--- src/rtl/exe_muldiv_ctrl_pkg.sv ---
// Shared constants and types for the EXE-stage multiply/divide sequencer.
package muldiv_pkg;

  localparam int unsigned ITER = 32;

  typedef logic [1:0] muldiv_op_t;

  localparam muldiv_op_t OP_MULT  = 2'b00;
  localparam muldiv_op_t OP_MULTU = 2'b01;
  localparam muldiv_op_t OP_DIV   = 2'b10;
  localparam muldiv_op_t OP_DIVU  = 2'b11;

  typedef enum logic [0:0] {
    IDLE,
    BUSY
  } muldiv_state_e;

endpackage

--- src/rtl/exe_muldiv_ctrl_if.sv ---
// EXE-stage <-> multiply/divide sequencer bundle: issue, HI/LO writes, stall and results.
interface exe_muldiv_ctrl_if;
  import muldiv_pkg::*;

  logic        exe_flush;
  logic        start;
  muldiv_op_t  op;
  logic [31:0] src_a;
  logic [31:0] src_b;
  logic        mthi;
  logic        mtlo;
  logic [31:0] wdata;
  logic        stall;
  logic        busy;
  logic        done;
  logic        div_by_zero;
  logic [31:0] hi;
  logic [31:0] lo;

  modport master (
    output exe_flush, start, op, src_a, src_b, mthi, mtlo, wdata,
    input  stall, busy, done, div_by_zero, hi, lo
  );

  modport slave (
    input  exe_flush, start, op, src_a, src_b, mthi, mtlo, wdata,
    output stall, busy, done, div_by_zero, hi, lo
  );

endinterface

--- src/rtl/exe_muldiv_ctrl_step.sv ---
// One iteration of the magnitude loop: right shift-add for multiply, restoring
// shift-subtract for divide, both on the {acc, opnd} register pair.
module muldiv_step (
  input  logic        is_div,
  input  logic [31:0] acc,
  input  logic [31:0] opnd,
  input  logic [31:0] mcand,
  output logic [31:0] acc_nxt,
  output logic [31:0] opnd_nxt
);

  logic [32:0] sum;
  logic [32:0] part_rem;
  logic        fits;

  always_comb begin
    sum      = {1'b0, acc} + {1'b0, (opnd[0] ? mcand : 32'd0)};
    part_rem = {acc, opnd[31]};
    fits     = (part_rem >= {1'b0, mcand});
    if (is_div) begin
      // Remainder after a successful subtract is below the divisor, so 32 bits hold it.
      acc_nxt  = fits ? (part_rem[31:0] - mcand) : part_rem[31:0];
      opnd_nxt = {opnd[30:0], fits};
    end else begin
      acc_nxt  = sum[32:1];
      opnd_nxt = {sum[0], opnd[31:1]};
    end
  end

endmodule

--- src/rtl/exe_muldiv_ctrl.sv ---
// Multi-cycle mult/multu/div/divu sequencer owning HI/LO; stalls the pipeline
// while busy and treats exe_flush as an abort.
module exe_muldiv_ctrl #(
  parameter int unsigned ITER = muldiv_pkg::ITER
) (
  input logic              clk,
  input logic              reset,
  exe_muldiv_ctrl_if.slave bus
);
  import muldiv_pkg::*;

  localparam int unsigned CntW = $clog2(ITER);

  muldiv_state_e   state_q, state_d;
  logic [CntW-1:0] count_q, count_d;
  logic [31:0]     acc_q, acc_d, opnd_q, opnd_d, mcand_q, mcand_d;
  logic            is_div_q, is_div_d, neg_res_q, neg_res_d, neg_rem_q, neg_rem_d;
  logic [31:0]     hi_q, hi_d, lo_q, lo_d;
  logic            done_q, done_d, dbz_q, dbz_d;

  logic [31:0] step_acc, step_opnd, mag_a, mag_b, quo, rem;
  logic [63:0] prod, prod_fix;
  logic        op_div, op_signed, div_zero, accept, last;

  assign op_div    = bus.op[1];
  assign op_signed = ~bus.op[0];
  assign div_zero  = op_div && (bus.src_b == 32'd0);
  assign mag_a     = (op_signed && bus.src_a[31]) ? -bus.src_a : bus.src_a;
  assign mag_b     = (op_signed && bus.src_b[31]) ? -bus.src_b : bus.src_b;
  assign accept    = (state_q == IDLE) && bus.start && !bus.exe_flush && !div_zero;
  assign last      = (count_q == CntW'(ITER - 1));

  muldiv_step u_step (
    .is_div   (is_div_q),
    .acc      (acc_q),
    .opnd     (opnd_q),
    .mcand    (mcand_q),
    .acc_nxt  (step_acc),
    .opnd_nxt (step_opnd)
  );

  // Sign correction is applied to the final iteration's output so HI/LO land on that edge.
  assign prod     = {step_acc, step_opnd};
  assign prod_fix = neg_res_q ? -prod : prod;
  assign quo      = neg_res_q ? -step_opnd : step_opnd;
  assign rem      = neg_rem_q ? -step_acc : step_acc;

  always_comb begin
    state_d   = state_q;
    count_d   = count_q;
    acc_d     = acc_q;
    opnd_d    = opnd_q;
    mcand_d   = mcand_q;
    is_div_d  = is_div_q;
    neg_res_d = neg_res_q;
    neg_rem_d = neg_rem_q;
    hi_d      = hi_q;
    lo_d      = lo_q;
    done_d    = 1'b0;
    dbz_d     = 1'b0;
    case (state_q)
      IDLE: begin
        if (bus.exe_flush) begin
          state_d = IDLE;
        end else if (bus.start) begin
          if (div_zero) begin
            done_d = 1'b1;
            dbz_d  = 1'b1;
          end else begin
            state_d   = BUSY;
            count_d   = '0;
            acc_d     = '0;
            opnd_d    = mag_a;
            mcand_d   = mag_b;
            is_div_d  = op_div;
            neg_res_d = op_signed && (bus.src_a[31] ^ bus.src_b[31]);
            neg_rem_d = op_signed && bus.src_a[31];
          end
        end else begin
          if (bus.mthi) hi_d = bus.wdata;
          if (bus.mtlo) lo_d = bus.wdata;
        end
      end
      BUSY: begin
        if (bus.exe_flush) begin
          state_d = IDLE;
        end else begin
          acc_d   = step_acc;
          opnd_d  = step_opnd;
          count_d = count_q + 1'b1;
          if (last) begin
            state_d = IDLE;
            done_d  = 1'b1;
            if (is_div_q) begin
              hi_d = rem;
              lo_d = quo;
            end else begin
              {hi_d, lo_d} = prod_fix;
            end
          end
        end
      end
      default: state_d = IDLE;
    endcase
  end

  always_ff @(posedge clk or negedge reset) begin
    if (!reset) begin
      state_q   <= IDLE;
      count_q   <= '0;
      acc_q     <= '0;
      opnd_q    <= '0;
      mcand_q   <= '0;
      is_div_q  <= 1'b0;
      neg_res_q <= 1'b0;
      neg_rem_q <= 1'b0;
      hi_q      <= '0;
      lo_q      <= '0;
      done_q    <= 1'b0;
      dbz_q     <= 1'b0;
    end else begin
      state_q   <= state_d;
      count_q   <= count_d;
      acc_q     <= acc_d;
      opnd_q    <= opnd_d;
      mcand_q   <= mcand_d;
      is_div_q  <= is_div_d;
      neg_res_q <= neg_res_d;
      neg_rem_q <= neg_rem_d;
      hi_q      <= hi_d;
      lo_q      <= lo_d;
      done_q    <= done_d;
      dbz_q     <= dbz_d;
    end
  end

  assign bus.stall       = accept || (state_q == BUSY);
  assign bus.busy        = (state_q == BUSY);
  assign bus.done        = done_q;
  assign bus.div_by_zero = dbz_q;
  assign bus.hi          = hi_q;
  assign bus.lo          = lo_q;

endmodule

--- src/flat_wrapper.sv ---
// flat-port wrapper written by rule: the top's interface ports become plain ports
module exe_muldiv_ctrl_flat import muldiv_pkg::*;
#(
  parameter int unsigned ITER = muldiv_pkg::ITER
)
  (clk, reset, bus_exe_flush, bus_start, bus_op, bus_src_a, bus_src_b, bus_mthi, bus_mtlo, bus_wdata, bus_stall, bus_busy, bus_done, bus_div_by_zero, bus_hi, bus_lo);
  exe_muldiv_ctrl_if bus_i ();
  input logic clk;
  input logic reset;
  input wire logic [$bits(bus_i.exe_flush)-1:0] bus_exe_flush;
  input wire logic [$bits(bus_i.start)-1:0] bus_start;
  input wire logic [$bits(bus_i.op)-1:0] bus_op;
  input wire logic [$bits(bus_i.src_a)-1:0] bus_src_a;
  input wire logic [$bits(bus_i.src_b)-1:0] bus_src_b;
  input wire logic [$bits(bus_i.mthi)-1:0] bus_mthi;
  input wire logic [$bits(bus_i.mtlo)-1:0] bus_mtlo;
  input wire logic [$bits(bus_i.wdata)-1:0] bus_wdata;
  output wire logic [$bits(bus_i.stall)-1:0] bus_stall;
  output wire logic [$bits(bus_i.busy)-1:0] bus_busy;
  output wire logic [$bits(bus_i.done)-1:0] bus_done;
  output wire logic [$bits(bus_i.div_by_zero)-1:0] bus_div_by_zero;
  output wire logic [$bits(bus_i.hi)-1:0] bus_hi;
  output wire logic [$bits(bus_i.lo)-1:0] bus_lo;
  assign bus_i.exe_flush = bus_exe_flush;
  assign bus_i.start = bus_start;
  assign bus_i.op = bus_op;
  assign bus_i.src_a = bus_src_a;
  assign bus_i.src_b = bus_src_b;
  assign bus_i.mthi = bus_mthi;
  assign bus_i.mtlo = bus_mtlo;
  assign bus_i.wdata = bus_wdata;
  assign bus_stall = bus_i.stall;
  assign bus_busy = bus_i.busy;
  assign bus_done = bus_i.done;
  assign bus_div_by_zero = bus_i.div_by_zero;
  assign bus_hi = bus_i.hi;
  assign bus_lo = bus_i.lo;
  exe_muldiv_ctrl #(.ITER(ITER)) u_core (.clk(clk), .reset(reset), .bus(bus_i));
endmodule
--- config.mk ---
export PLATFORM = sky130hd
export DESIGN_NAME = exe_muldiv_ctrl_flat
export DESIGN_NICKNAME = d
export VERILOG_FILES = /design/src/rtl/exe_muldiv_ctrl_pkg.sv /design/src/rtl/exe_muldiv_ctrl_if.sv /design/src/rtl/exe_muldiv_ctrl_step.sv /design/src/rtl/exe_muldiv_ctrl.sv /design/src/flat_wrapper.sv
export SDC_FILE = /design/constraint.sdc
export NUM_CORES = 1
export LEC_CHECK = 0
export ABC_AREA = 1
export CAP_MARGIN = 0
export CORE_ASPECT_RATIO = 0.9
export CORE_MARGIN = 3
export CORE_UTILIZATION = 44
export DETAILED_ROUTE_END_ITERATION = 6
export HOLD_SLACK_MARGIN = 0.12
export REMOVE_ABC_BUFFERS = 1
export SYNTH_ARGS = -nofsm -noshare
export SYNTH_HDL_FRONTEND = slang
export SYNTH_SLANG_ARGS = --single-unit
--- constraint.sdc ---
create_clock -name clk -period 4.3 [get_ports clk]
set_clock_uncertainty 0.1 [all_clocks]
set_input_delay 0.86 -clock clk [delete_from_list [all_inputs] [get_ports clk]]
set_output_delay 0.86 -clock clk [all_outputs]
set_load 0.01 [all_outputs]
==> flow_metrics.tcl <==
set metrics [dict create \
    hold_path.class "input port to asynchronous set/reset pin" \
    synth-seq-area-share_pct 24.6 \
    cts_tree "yes" \
    num_antenna_cells 0 \
    synth_top_area_cell "dfrtp_1" \
    hold_viol 0 \
    post_synth_num_cell_types 60 \
    outcome "completed" \
    timing.hold.ws_ns 0.253 \
    gr-total-overflow 0 \
    portBuffers 171 \
    cp_slowest_cell "dfrtp_2" \
    wl_um 78200 \
    grt_setup_unrepaired "true" \
    reg2reg_slack_ns 0.10 \
    p_leak_uw 0.0114 \
    grt_usage_pct 36.1 \
    design.die.area_sq_um 42000 \
    multi_input_area_sq_um 11800 \
    layout.cells.non_filler 3819 \
    viasPerCell 5.54 \
    synth.top_cells.by_area "dfrtp_1 25%, nand2_1 18%, inv_1 8.4%, nor2_1 7.2%, nand3_1 6.8%" \
    rows 68 \
    max_freq_mhz 238 \
    crit_path_start_kind "flop" \
    drive_gt1_share_pct 17.6 \
    clockBufferDepth 2 \
    first_iter_violations 2506 \
    nFillCells 3781 \
    setup_violations 0 \
    ant_nets 0 \
    via_count 21100 \
    cts_max_level 4 \
    max_stage_delay_ns 0.45 \
    grt_pass1_wl_um 116000 \
    arrival_ns 4.43 \
    utilization_pct 59.2 \
    cpMostUsedCell "nor2_4" \
    antenna_found_initial 2 \
    gp_congestion 1.02 \
    cts_root_buf "clkbuf_16" \
    crit_path_end_kind "flop" \
    vdd_drop_max_mv 0.369 \
    max_cap_viol_count 0 \
    synth_edf_count 0 \
    num_io_pins 172 \
    drc 0 \
    syn_area_sq_um 17400 \
    ctsHoldBuffers 0 \
    crit_required_ns 4.53 \
    wl_per_cell_um 20.5 \
    clkLatencyLatePin_ns 0.47 \
    mostFrequentLayoutCell "nand2_1" \
    core_sq_um 38700 \
    grt_max_degree 77 \
    synthFlopType "dfrtp_1" \
    relSlewSlack_pct 25.8 \
    syn_inst 2881 \
    fin_crit_ns 4.20 \
    placed_cells 3764 \
    crit_fanout 4 \
    first_pass_iters 6 \
    die-height_um 195 \
    worst_slew_pin_slew_ns 1.11 \
    slew_violations 0 \
    start_util_pct 44.9 \
    crit_buf_inv 2 \
    synth_top_cell_area_share_pct 24.6 \
    async_flop_share_pct 100 \
    path_clk_slew_ns 0.07 \
    p_per_area_nw_per_um2 643 \
    syn_area_per_cell_sq_um 6.04 \
    critPathKind "flop to flop" \
    syn_to_final_growth_pct 31.7 \
    synth-warning-count 0 \
    seqCellArea_sq_um 4290 \
    nets 3457 \
    period_share_pct 97.6 \
    cts_made_buffers 17 \
    cts.sinks 171 \
    hpwl_um 61800 \
    final_cell_mix "817 x nand2_1, 368 x inv_1, 321 x nor2_1" \
    ys_ff_latch 171 \
    grt_pass1_vias 19600 \
    crit_family "simple AND/OR/NAND/NOR gates" \
    die_x_um 216 \
]
[synthesized netlist by cell type, types with 38 or more instances]
master,instances
nand3_1,235
clkbuf_1,49
nor3_1,38
a21oi_1,165
nand2_1,840
nor2_1,332
o21ai_0,124
xor2_1,38
o21ai_1,42
ha_1,70
inv_1,388
dfrtp_1,171
[cell families after synthesis]
| group | count (synthesis) | synth area share [%] |
|---|---|---|
| xor gates and xnor gates | 74 | 3.72 |
| DFF | 171 | 24.6 |
| buffers and inverters | 504 | 11.6 |
| and+or+nand+nor | 1606 | 39.9 |
| AOI/OAI and AO/OA | 454 | 15.0 |
| adders and majority gates | 72 | 5.26 |
[registers in the layout (all words and copies together) (netlist names), 5 cells and up]
name            flops
u_core.acc_q       32
u_core.bus.hi      32
u_core.bus.lo      32
u_core.count_q      5
u_core.mcand_q     32
u_core.opnd_q      32
[layer usage]
layer	track usage [%]	up-vias	routed length, um
li1	-	10100	-
met1	53.6	9856	35600
met2	50.3	1108	31300
met3	11.3	108	9490
met4	9.18	4	1870
met5	0	-	22
[through the flow]
| stage | area, sq um | setup TNS (ns) | setup slack (ns) | power [uW] |
|---|---|---|---|---|
| floorplan | 16900 | -80.40 | -1.40 | 7730 |
| global placement | 21500 | -0.504 | -0.167 | 12300 |
| detailed placement | 21500 | -0.928 | -0.251 | 12300 |
| CTS | 22100 | 0 | 0.0236 | 13900 |
| global route | 22900 | -0.0745 | -0.0363 | 15700 |
| finish | 22900 | 0 | 0.102 | 14700 |
[worst paths after layout]
| check | start | end | depth (start not counted) |
|---|---|---|---|
| setup reg to reg | u_core.acc_q[3]$_DFFE_PN0P_ | u_core.bus.hi[12]$_DFFE_PN0P_ | 27 |
| hold / removal | reset | u_core.acc_q[27]$_DFFE_PN0P_ | 1 |
| hold reg to reg | u_core.count_q[2]$_DFFE_PN0P_ | u_core.count_q[2]$_DFFE_PN0P_ | 1 |
| max in group asynchronous | reset | u_core.mcand_q[21]$_DFFE_PN0P_ | 2 |
| min in group clk | u_core.count_q[2]$_DFFE_PN0P_ | u_core.count_q[2]$_DFFE_PN0P_ | 1 |
| setup / recovery | u_core.acc_q[3]$_DFFE_PN0P_ | u_core.bus.hi[12]$_DFFE_PN0P_ | 27 |
[report_power, final]
part           total (uW)  switching, uW  leakage, uW  internal, uW
registers            2520            445      0.00208          2080
logic               10700           6430      0.00900          4240
clock network        1550            774     0.000271           775
[what timing repair did]
item                                    4_1_cts  5_1_grt
setup buffers                                 5       18
gates resized for setup                      13      136
pin swaps                                    10       30
endpoints found under the setup margin       10       30
[cell type report]
type,count,area share [%]
Multi-Input combinational cell,2206,51.5
Sequential cell,171,18.7
Timing Repair Buffer,474,17.8
Inverter,411,6.73
Tap cell,525,2.87
Clock buffer,20,1.99
Clock inverter,12,0.388
No activity file was read; power rests on OpenSTA's default activity.
